--- src/rtl/traffic_pkg.sv ---
// Shared encodings for the intersection phase scheduler: phase codes, road tags and lamp patterns.
package traffic_pkg;

  typedef enum logic [2:0] {
    ST_A_GRN = 3'd0,
    ST_A_YEL = 3'd1,
    ST_A_CLR = 3'd2,
    ST_B_GRN = 3'd3,
    ST_B_YEL = 3'd4,
    ST_B_CLR = 3'd5,
    ST_WALK  = 3'd6
  } state_t;

  typedef enum logic {
    ROAD_A = 1'b0,
    ROAD_B = 1'b1
  } road_t;

  // Lamp bus order is {A_R, A_Y, A_G, B_R, B_Y, B_G}
  localparam logic [5:0] LED_A_GRN   = 6'b001100;
  localparam logic [5:0] LED_A_YEL   = 6'b010100;
  localparam logic [5:0] LED_ALL_RED = 6'b100100;
  localparam logic [5:0] LED_B_GRN   = 6'b100001;
  localparam logic [5:0] LED_B_YEL   = 6'b100010;

  function automatic logic [5:0] led_of(input state_t s);
    case (s)
      ST_A_GRN: led_of = LED_A_GRN;
      ST_A_YEL: led_of = LED_A_YEL;
      ST_B_GRN: led_of = LED_B_GRN;
      ST_B_YEL: led_of = LED_B_YEL;
      default:  led_of = LED_ALL_RED;
    endcase
  endfunction

endpackage

--- src/rtl/traffic_phase_arbiter_tick_prescaler.sv ---
// Divides the system clock down to a one-cycle tick every TICK_DIV cycles.
module tick_prescaler #(
  parameter int TICK_DIV = 50_000_000
) (
  input  logic CLK,
  input  logic RST,
  output logic tick
);

  localparam int CW = $clog2(TICK_DIV);
  localparam logic [CW-1:0] LAST = CW'(TICK_DIV - 1);

  logic [CW-1:0] count_reg;

  always_ff @(posedge CLK) begin
    if (RST) begin
      count_reg <= '0;
    end else if (count_reg == LAST) begin
      count_reg <= '0;
    end else begin
      count_reg <= count_reg + 1'b1;
    end
  end

  assign tick = (count_reg == LAST);

endmodule

--- src/rtl/traffic_phase_arbiter.sv ---
// Two-road phase scheduler: green arbitration, yellow/all-red clearance, pedestrian walk, countdowns and lamps.
module traffic_phase_arbiter
  import traffic_pkg::*;
#(
  parameter int TICK_DIV  = 50_000_000,
  parameter int MIN_GREEN = 10,
  parameter int MAX_GREEN = 40,
  parameter int YELLOW    = 4,
  parameter int ALLRED    = 2,
  parameter int WALK      = 15
) (
  input  logic       CLK,
  input  logic       RST,
  input  logic       AS,
  input  logic       BS,
  input  logic       PED_REQ,
  output logic [2:0] state,
  output logic [5:0] A_time,
  output logic [5:0] B_time,
  output logic [5:0] led,
  output logic       walk,
  output logic       ped_ack
);

  logic       tick;
  state_t     state_reg, state_next;
  logic [5:0] elapsed_reg, elapsed_next;
  logic       ped_reg, ped_next;
  road_t      last_reg, last_next;

  logic [6:0] e_plus;
  logic       own_sensor, other_sensor, green_exit;
  logic [5:0] green_count, yellow_count;

  tick_prescaler #(.TICK_DIV(TICK_DIV)) u_prescaler (
    .CLK  (CLK),
    .RST  (RST),
    .tick (tick)
  );

  always_ff @(posedge CLK) begin
    if (RST) begin
      state_reg   <= ST_A_GRN;
      elapsed_reg <= '0;
      ped_reg     <= 1'b0;
      last_reg    <= ROAD_A;
    end else begin
      state_reg   <= state_next;
      elapsed_reg <= elapsed_next;
      ped_reg     <= ped_next;
      last_reg    <= last_next;
    end
  end

  // Green exit is judged on the elapsed count as it will be after this tick
  assign e_plus       = {1'b0, elapsed_reg} + 7'd1;
  assign own_sensor   = (state_reg == ST_B_GRN) ? BS : AS;
  assign other_sensor = (state_reg == ST_B_GRN) ? AS : BS;
  assign green_exit   = tick && (e_plus >= 7'(MIN_GREEN)) && (other_sensor || ped_reg)
                        && (!own_sensor || (e_plus >= 7'(MAX_GREEN)));

  always_comb begin
    state_next = state_reg;
    last_next  = last_reg;
    case (state_reg)
      ST_A_GRN: if (green_exit) state_next = ST_A_YEL;
      ST_A_YEL: if (tick && elapsed_reg == 6'(YELLOW - 1)) state_next = ST_A_CLR;
      ST_A_CLR: if (tick && elapsed_reg == 6'(ALLRED - 1)) begin
        last_next  = ROAD_A;
        state_next = ped_reg ? ST_WALK : ST_B_GRN;
      end
      ST_B_GRN: if (green_exit) state_next = ST_B_YEL;
      ST_B_YEL: if (tick && elapsed_reg == 6'(YELLOW - 1)) state_next = ST_B_CLR;
      ST_B_CLR: if (tick && elapsed_reg == 6'(ALLRED - 1)) begin
        last_next  = ROAD_B;
        state_next = ped_reg ? ST_WALK : ST_A_GRN;
      end
      ST_WALK: if (tick && elapsed_reg == 6'(WALK - 1)) begin
        state_next = (last_reg == ROAD_A) ? ST_B_GRN : ST_A_GRN;
      end
      default: state_next = ST_A_GRN;
    endcase
  end

  always_comb begin
    elapsed_next = elapsed_reg;
    if (state_next != state_reg) begin
      elapsed_next = '0;
    end else if (tick && elapsed_reg != 6'd63) begin
      elapsed_next = elapsed_reg + 6'd1;
    end
  end

  // Entering WALK serves the request, even if the button is pressed in that same cycle
  assign ped_next = (state_next == ST_WALK && state_reg != ST_WALK) ? 1'b0 : (ped_reg | PED_REQ);

  assign green_count  = (elapsed_reg >= 6'(MAX_GREEN)) ? 6'd0 : 6'(MAX_GREEN) - elapsed_reg;
  assign yellow_count = 6'(YELLOW) - elapsed_reg;

  always_comb begin
    A_time = '0;
    B_time = '0;
    case (state_reg)
      ST_A_GRN: A_time = green_count;
      ST_A_YEL: A_time = yellow_count;
      ST_B_GRN: B_time = green_count;
      ST_B_YEL: B_time = yellow_count;
      default: ;
    endcase
  end

  assign state   = state_reg;
  assign led     = led_of(state_reg);
  assign walk    = (state_reg == ST_WALK);
  assign ped_ack = ped_reg;

endmodule
--- config.mk ---
export PLATFORM = sky130hd
export DESIGN_NAME = traffic_phase_arbiter
export DESIGN_NICKNAME = d
export VERILOG_FILES = /design/src/rtl/traffic_pkg.sv /design/src/rtl/traffic_phase_arbiter_tick_prescaler.sv /design/src/rtl/traffic_phase_arbiter.sv
export SDC_FILE = /design/constraint.sdc
export NUM_CORES = 1
export LEC_CHECK = 0
export CAP_MARGIN = 30
export CORE_ASPECT_RATIO = 1.5
export CORE_MARGIN = 5
export CORE_UTILIZATION = 45
export CTS_CLUSTER_SIZE = 24
export DETAILED_ROUTE_END_ITERATION = 10
export PLACE_DENSITY = 0.75
export SLEW_MARGIN = 20
export SYNTH_ARGS = -nofsm -noshare
export SYNTH_HDL_FRONTEND = slang
export SYNTH_SLANG_ARGS = --single-unit
--- constraint.sdc ---
create_clock -name CLK -period 1.97 [get_ports CLK]
set_input_delay 0.2955 -clock CLK [delete_from_list [all_inputs] [get_ports CLK]]
set_output_delay 0.2955 -clock CLK [all_outputs]
set_load 0.02 [all_outputs]
**After elaboration in Yosys (flattened, before gate mapping)**

Cells that the tools add are included.

- Register bits after elaboration: 37
- Input port bits: 5
- Output and inout port bits: 23

- Add/subtract/negate cells: 5
- Magnitude comparators: 3
- Equality and inequality tests: 16
- Muxes and demuxes: 20
- Bitwise logic cells: 1
- Reductions and logical operators: 17

Operators by type and width:

| operator | number |
|---|---|
| $mux W3 | 9 |
| $add A26 B1 Y26 const B | 1 |
| $eq A26 B26 Y1 const B | 1 |
| $pmux W6 S2 | 2 |
| $pmux W6 S4 | 1 |
| $pmux W3 S7 | 1 |
| $eq A3 B3 Y1 const B | 4 |
| $logic_and A1 B1 Y1 | 8 |
| $add A6 B1 Y7 const B | 1 |
| $ge A7 B4 Y1 const B | 1 |
| $ge A7 B6 Y1 const B | 1 |
| $add A6 B1 Y6 const B | 1 |
| $eq A3 B2 Y1 const B | 2 |
| $eq A6 B1 Y1 const B | 1 |
| $eq A6 B2 Y1 const B | 1 |
| $eq A6 B4 Y1 const B | 1 |
| $ge A6 B6 Y1 const B | 1 |
| $mux W6 | 1 |
| $ne A6 B6 Y1 const B | 1 |
| $reduce_or A2 Y1 | 3 |
| $sub A3 B6 Y6 const A | 1 |
| $sub A6 B6 Y6 const A | 1 |
| $mux W1 | 4 |
| $ne A2 B2 Y1 const B | 2 |
| 11 further kinds | 12 |

**Depth between registers and ports, before layout**

Gate-level depths: netlist (run 1).

- Word-level depth: 10
- Gate-level depth with buffers: 9

**Hierarchy**

Synthesis (run 1) repeated with hierarchy kept, for this count alone.

- Cells, all modules: 344
- Area, all modules: 2602.5 µm²

By module, submodules not included:

| module | times used | cells an instance | area an instance (µm²) | sequential area each (µm²) |
|---|---|---|---|---|
| traffic_phase_arbiter | 1 | 197 | 1345.0 | 220.2 |
| tick_prescaler | 1 | 147 | 1257.5 | 520.5 |

**Worst setup path before layout (run 1)**

No wires, ideal clock.

- Path kind: flip-flop to output port
- Start point: register state_reg[0], in the netlist state[0]
- End point: output port A_time[3]
- Arrival: 2.013 ns
- Required time: 1.674 ns
- Path slack: -0.339 ns
- Cell stages (with the launch flop): 5
- Cell sequence: dfxtp_1 -> buf_2 -> nor3_1 -> a32oi_1 -> o21ai_0

- Cells in the longest elaborated chain, start to end: 2
- Elaborated cells on any way between the ends: 3

Ends and longest elaborated chain:

| element | RTL line | text |
|---|---|---|
| start: declaration | traffic_phase_arbiter.sv:26 | `state_t state_reg, state_next;` |
| start signal: assignment | traffic_phase_arbiter.sv:48 | `state_reg <= state_next;` |
| $eq A3 B1 Y1 / $logic_not A3 Y1 (equally long branches) | traffic_phase_arbiter.sv:103 | `case (state_reg)` |
| $pmux W6 S2 * | traffic_phase_arbiter.sv:103 |  |
| end: declaration | traffic_phase_arbiter.sv:18 | `output logic [5:0] A_time,` |

Every way passes the cells marked *; elsewhere a longest branch is shown, timed or not.

**Worst setup path after layout (run 1)**

- Start point: register elapsed_reg[1]
- End point: register elapsed_reg[5]

- Cells in the longest elaborated chain, start to end: 9
- Elaborated cells on any way between the ends: 26

Ends and longest elaborated chain:

| element | RTL line | text |
|---|---|---|
| start: declaration | traffic_phase_arbiter.sv:27 | `logic [5:0] elapsed_reg, elapsed_next;` |
| start signal: assignment | traffic_phase_arbiter.sv:49 | `elapsed_reg <= elapsed_next;` |
| $add A6 B1 Y7 | traffic_phase_arbiter.sv:56 | `assign e_plus = {1'b0, elapsed_reg} + 7'd1;` |
| $ge A7 B4 Y1 | traffic_phase_arbiter.sv:59 | `assign green_exit = tick && (e_plus >= 7'(MIN_GREEN)) && (other_sensor \|\| ped_reg)` |
| $logic_and A1 B1 Y1 (2 in a row) | traffic_phase_arbiter.sv:59 |  |
| $logic_and A1 B1 Y1 | traffic_phase_arbiter.sv:60 | `&& (!own_sensor \|\| (e_plus >= 7'(MAX_GREEN)));` |
| $mux W3, on equally long branches | traffic_phase_arbiter.sv:72, traffic_phase_arbiter.sv:66 |  |
| $pmux W3 S7 | traffic_phase_arbiter.sv:65 | `case (state_reg)` |
| $ne A3 B3 Y1 | traffic_phase_arbiter.sv:87 | `if (state_next != state_reg) begin` |
| $reduce_or A2 Y1 (no source line) | n/a |  |

Several ways; a longest one is shown, not always the timed one.
A chain may end at the register's enable or synchronous reset.

==> flow_metrics.tcl, run 1 <==
set metrics [dict create \
    status "finished, violations left" \
    violations "negative setup slack" \
    use_met2 0.4567 \
    internal_power_mw 1.035 \
    rows 34 \
    htreeDepth 2 \
    die_x_um 72.90 \
    synth_top_area_frac 0.2774 \
    crit_fanout 6 \
    cp_slowest_cell "dfxtp_4" \
    layout_common_cells "buf_4 (100), nor2_1 (47), dfxtp_1 (27)" \
    grt_pass1_vias 3322 \
    max_stage_delay_ns 0.37 \
    largest_register_ffs 26 \
    holdPathStages 2 \
    ff2ff_path_depth 9 \
    end_kind "flop" \
    drc 0 \
    grt-ovfl-total 0 \
    path_class "reg -> reg" \
    slew_headroom 0.7213 \
    drive_gt1_frac 0.4526 \
    whs_ns 0.5279 \
    layout.nets 475 \
    synthArstFlopShare 0 \
    skew_ns 0.009386 \
    syn2layout_area_growth_pct 59.47 \
    busiest_layer "met2" \
    synth_area_sq_mm 0.002670 \
    synth_edf_count 0 \
    synthAdderAreaFrac 0.02343 \
    final_common_cell "buf_4" \
    syn_nets 361 \
    crit_arrival_ns 2.45 \
    fin_cells 536 \
    ctsHoldBuffers 0 \
    post-route-period-util 1.133 \
    clkPwrFrac 0.362 \
    insertion_delay_ns 0.29 \
    combPwrFrac 0.070 \
    grt_pass1_wl_um 15150 \
    synth_top_family_by_area "simple AND/OR/NAND/NOR gates" \
    drtPass1Iterations 5 \
    muxShareOfSynthArea 0.02296 \
    clock_path_buffers 2 \
    fin_ws_ns -0.2625 \
    hpwl_um 6429 \
    seq_power_share 0.568 \
    power_density_mw_per_mm2 316.3 \
    totalWireLength_um 9829 \
    clkSlewWorstSetupHoldPaths_ns 0.07 \
    period_needed_ns 2.233 \
    synth_seq_cells 37 \
    nFillCells 405 \
    p_sw_mw 0.3117 \
    grt_usage 0.2468 \
    yosys.area_share.xor_xnor 0.09841 \
    dr.first_iter.drc_count 188 \
    pin_count 28 \
    min_path_type "reg -> reg" \
    num_antenna_cells 0 \
    drv_slew 0 \
    final-hold-violation-count 0 \
    routedWlPerCell_um 18.34 \
    setup_violations 15 \
    grt.met1_usage 0.2348 \
    seq_area_frac_synth 0.2774 \
    required_ns 2.19 \
    switching_share 0.2314 \
    dp_cells 523 \
    r2r_slack_ns -0.26 \
    antenna_found_initial 0 \
    dieArea_sq_mm 0.007606 \
    grt_setup_unrepaired "true" \
    io_buffers 27 \
    die_y_um 104.3 \
    met3_usage 0.03772 \
    vias 3236 \
    synth_area_leaders "dfxtp_1 (28%), nor2_1 (7.5%), xor2_1 (5.6%)" \
    vdd_drop_max_uv 518.1 \
    avgSynthCellArea_sq_um 7.607 \
    gp_congestion 0.9352 \
    ys_types 66 \
    cts_tree "done" \
    core_area_sq_mm 0.005786 \
    setup_tns_ns -2.358 \
    synth-main-ff-cell "dfxtp_1" \
    synth_warnings 0 \
    critical_path.cell_chain "buf_6, ha_4, buf_4, a31o_4, a21oi_4, a32oi_4, a31oi_4, o211ai_4, nor3b_2" \
    root_buffer "clkbuf_8" \
    grt_max_degree 15 \
    start_util 0.4615 \
    p_leak_nw 1.747 \
    cp-start-kind "flop" \
    synth_compound_area_frac 0.1757 \
    cts_made_buffers 5 \
    fmax_ghz 0.4479 \
    synth-simple-area-share 0.3397 \
    syn_inst 351 \
    worst-slew-pin-transition_ns 0.4153 \
    viasPerCell 6.037 \
    cts_num_sinks 37 \
    yosysTopAreaCell "dfxtp_1" \
    drtAntennaViolNets 0 \
    total_power_mw 1.347 \
    cap_violations 0 \
]
-- synth_stat cells (2+ instances only) --
library cell	count
nand4_1	12
a31oi_1	4
a21oi_1	13
xor2_1	17
a32o_1	2
buf_2	13
nand2b_1	3
nand3_1	16
clkbuf_1	9
or2_2	3
xnor2_1	13
nand4_2	2
inv_1	12
o22ai_1	4
a32oi_1	2
a21boi_0	2
a41oi_1	2
o21ai_0	16
nor4_1	4
and4_1	3
nand2_1	28
or4_1	2
mux2i_1	5
nor4b_1	2
nor2_1	53
a22oi_1	3
dfxtp_1	37
a221oi_1	2
nor2b_1	2
and3_1	10
ha_1	5
nor3b_1	4
o31ai_1	2
a211oi_1	2
nor3_1	10
buf_1	2
-- cell families after synthesis --
| group | Yosys count |
|---|---|
| adder cells (fa/ha/maj) | 5 |
| XOR/XNOR | 30 |
| flip-flops | 37 |
| buffers and inverters | 38 |
| AND/OR/NAND/NOR | 167 |
| AO/OA/AOI/OAI | 68 |
| multiplexers | 6 |
-- power groups by stage --
stage	clock, mW	sequential (mW)	combinational, mW
finish	0.487	0.766	0.0943
detailed placement	0	0.782	0.0829
global placement	0	0.781	0.0803
CTS	0.505	0.765	0.0901
global route	0.534	0.765	0.102
floorplan	0	0.785	0.0333
-- layer usage --
layer,vias to the layer above,part of all wire
met2,160,0.53
li1,1493,-
met4,0,0.084
met3,65,0.052
met1,1518,0.33
met5,-,0
-- cell type report --
type | count | area (sq um) | area share
clock buffers | 5 | 68.82 | 0.01616
clock inverters | 1 | 5.005 | 0.001175
inverters | 13 | 56.30 | 0.01322
multi-input cells | 276 | 2188 | 0.5140
flip-flops and latches | 37 | 755.7 | 0.1775
well taps | 72 | 90.09 | 0.02116
repair buffers | 132 | 1094 | 0.2568
-- critical path: cells and delay by family, from the launching register on --
kind            cells  cell delay, ns
buf+inv             2            0.29
fa+ha+maj           1            0.20
flops               1            0.37
compound gates      5            1.08
simple gates        1            0.22
-- repair_timing --
action,4_1_cts,5_1_grt
setup buffers,8,3
setup endpoints to repair,29,53
gates resized for setup,105,57
pin swaps,26,22
-- final timing paths --
check                              end                 startpoint
max                     elapsed_reg[5]             elapsed_reg[1]
min          u_prescaler.count_reg[23]  u_prescaler.count_reg[23]
max reg2reg             elapsed_reg[5]             elapsed_reg[1]
min reg2reg  u_prescaler.count_reg[23]  u_prescaler.count_reg[23]
-- stage by stage --
stage          utilization  area [sq um]  setup slack (ns)
2_1_floorplan            -          2743          -0.01493
3_3_place_gp        0.6501          3761           -0.2107
3_5_place_dp        0.6501          3761           -0.2717
4_1_cts             0.7078          4095           -0.1413
5_1_grt             0.7359          4258           -0.3365
6_report            0.7359          4258           -0.2625
(Power assumes the default switching activity.)
==> run 2: changes to the inputs <==
--- a/config.mk
+++ b/config.mk
@@ -8,10 +8,12 @@
 export CAP_MARGIN = 30
 export CORE_ASPECT_RATIO = 1.5
 export CORE_MARGIN = 5
-export CORE_UTILIZATION = 45
+export CORE_UTILIZATION = 52
+export CTS_BUF_LIST = sky130_fd_sc_hd__clkbuf_16
 export CTS_CLUSTER_SIZE = 24
 export DETAILED_ROUTE_END_ITERATION = 10
-export PLACE_DENSITY = 0.75
+export GPL_TIMING_DRIVEN = 0
+export PLACE_DENSITY = 0.84
 export SLEW_MARGIN = 20
 export SYNTH_ARGS = -nofsm -noshare
 export SYNTH_HDL_FRONTEND = slang
==> flow_metrics.tcl, run 2 (same netlist as run 1, synthesis figures left out) <==
set metrics [dict create \
    status "finished, violations left" \
    violations "negative setup slack" \
    io_buffers 27 \
    clock_path_buffers 2 \
    antenna_found_initial 0 \
    hpwl_um 5429 \
    die_y_um 97.76 \
    gp_congestion 0.9368 \
    totalWireLength_um 8986 \
    dieArea_sq_mm 0.006697 \
    drive_gt1_frac 0.4119 \
    skew_ns 0.007464 \
    layout_common_cells "buf_4 (47), nor2_1 (46), nand2_1 (26)" \
    crit_arrival_ns 1.84 \
    drc 0 \
    core_area_sq_mm 0.005085 \
    period_needed_ns 2.138 \
    combPwrFrac 0.050 \
    root_buffer "clkbuf_16" \
    cts_tree "done" \
    start_util 0.5251 \
    viasPerCell 6.305 \
    cp-start-kind "flop" \
    grt_setup_unrepaired "true" \
    power_density_mw_per_mm2 401.4 \
    rows 32 \
    grt_usage 0.2628 \
    grt_pass1_wl_um 13760 \
    drtAntennaViolNets 0 \
    vdd_drop_max_uv 659.7 \
    required_ns 1.67 \
    seq_power_share 0.477 \
    p_sw_mw 0.3465 \
    fin_ws_ns -0.1681 \
    largest_register_ffs 26 \
    htreeDepth 2 \
    min_path_type "reg -> reg" \
    cts_made_buffers 5 \
    routedWlPerCell_um 18.41 \
    placed_area_sq_mm 0.003098 \
    final-hold-violation-count 0 \
    layout.nets 429 \
    pin_count 28 \
    fmax_ghz 0.4677 \
    clkPwrFrac 0.473 \
    setup_violations 15 \
    insertion_delay_ns 0.28 \
    num_antenna_cells 0 \
    grt-ovfl-total 0 \
    path_class "reg -> out" \
    final_common_cell "buf_4" \
    end_kind "primary output" \
    internal_power_mw 1.245 \
    switching_share 0.2178 \
    total_power_mw 1.591 \
    die_x_um 68.51 \
    grt_max_degree 12 \
    worst-slew-pin-transition_ns 0.5128 \
    drv_slew 0 \
    place_ws_ns -0.6819 \
    post-route-period-util 1.085 \
    slew_headroom 0.6574 \
    vias 3077 \
    drtPass1Iterations 5 \
    dr.first_iter.drc_count 232 \
    clkSlewWorstSetupHoldPaths_ns 0.06 \
    grt_pass1_vias 3079 \
    cap_violations 0 \
    p_leak_nw 1.524 \
    syn2layout_area_growth_pct 48.45 \
    crit_fanout 10 \
    design_area_sq_mm 0.003964 \
    postLayoutCoreUtil 0.7795 \
    cts_num_sinks 37 \
]
run 2: power groups by stage:
stage | Sequential (mW) | Combinational [mW] | Clock, mW
2_1_floorplan | 0.785 | 0.0333 | 0
3_3_place_gp | 0.785 | 0.0565 | 0
3_5_place_dp | 0.785 | 0.0589 | 0
4_1_cts | 0.759 | 0.0737 | 0.759
5_1_grt | 0.760 | 0.0875 | 0.797
6_report | 0.760 | 0.0794 | 0.752
run 2: worst paths after layout:
check	start	end	slack, ns	depth (start not counted)
setup / recovery	elapsed_reg[5]	B_time[4]	-0.17	7
hold / removal	u_prescaler.count_reg[15]	u_prescaler.count_reg[15]	0.53	2
setup reg to reg	state[2]	elapsed_reg[0]	-0.15	7
hold reg to reg	u_prescaler.count_reg[15]	u_prescaler.count_reg[15]	0.53	2
run 2: per-stage QoR:
stage,hold slack [ns],cells,setup TNS (ns)
after floorplan,0.4404,351,-0.01493
after global routing,0.5670,488,-3.198
final,0.5255,488,-1.702
after CTS,0.5287,476,-0.5809
after global placement,0.4532,446,-8.831
after detailed placement,0.4639,446,-9.770
run 2: metal layers:
metal | track usage | vias up | share of wire | wire [um]
li1 | - | 1396 | - | -
met1 | 0.2532 | 1446 | 0.34 | 3022
met2 | 0.4665 | 172 | 0.53 | 4744
met3 | 0.04833 | 63 | 0.064 | 574
met4 | 0.1930 | 0 | 0.072 | 645
met5 | 0 | - | 0 | 0
run 2: worst max-delay path: stages (launching register included):
cell and delay, ns:
dfxtp_2 0.45, clkbuf_8 0.23, nor2_2 0.07, nand2_1 0.12
o21ai_0 0.15, a221oi_2 0.34, a21oi_4 0.04, buf_2 0.17
run 2: layout make-up:
type,count,area [sq um]
Buffer,18,172.7
Clock buffer,5,125.1
Fill cell,322,1121
Inverter,13,67.56
Clock inverter,3,13.76
Multi-Input combinational cell,276,2170
Sequential cell,37,787.0
Timing Repair Buffer,68,543.0
Tap cell,68,85.08
run 2: repair_timing:
item / CTS / global route
hold buffers: 0 / 0
resized for setup: 140 / 58
pin swaps: 23 / 13
setup endpoints to repair: 50 / 43
cloned: 0 / 0
setup buffers: 28 / 13
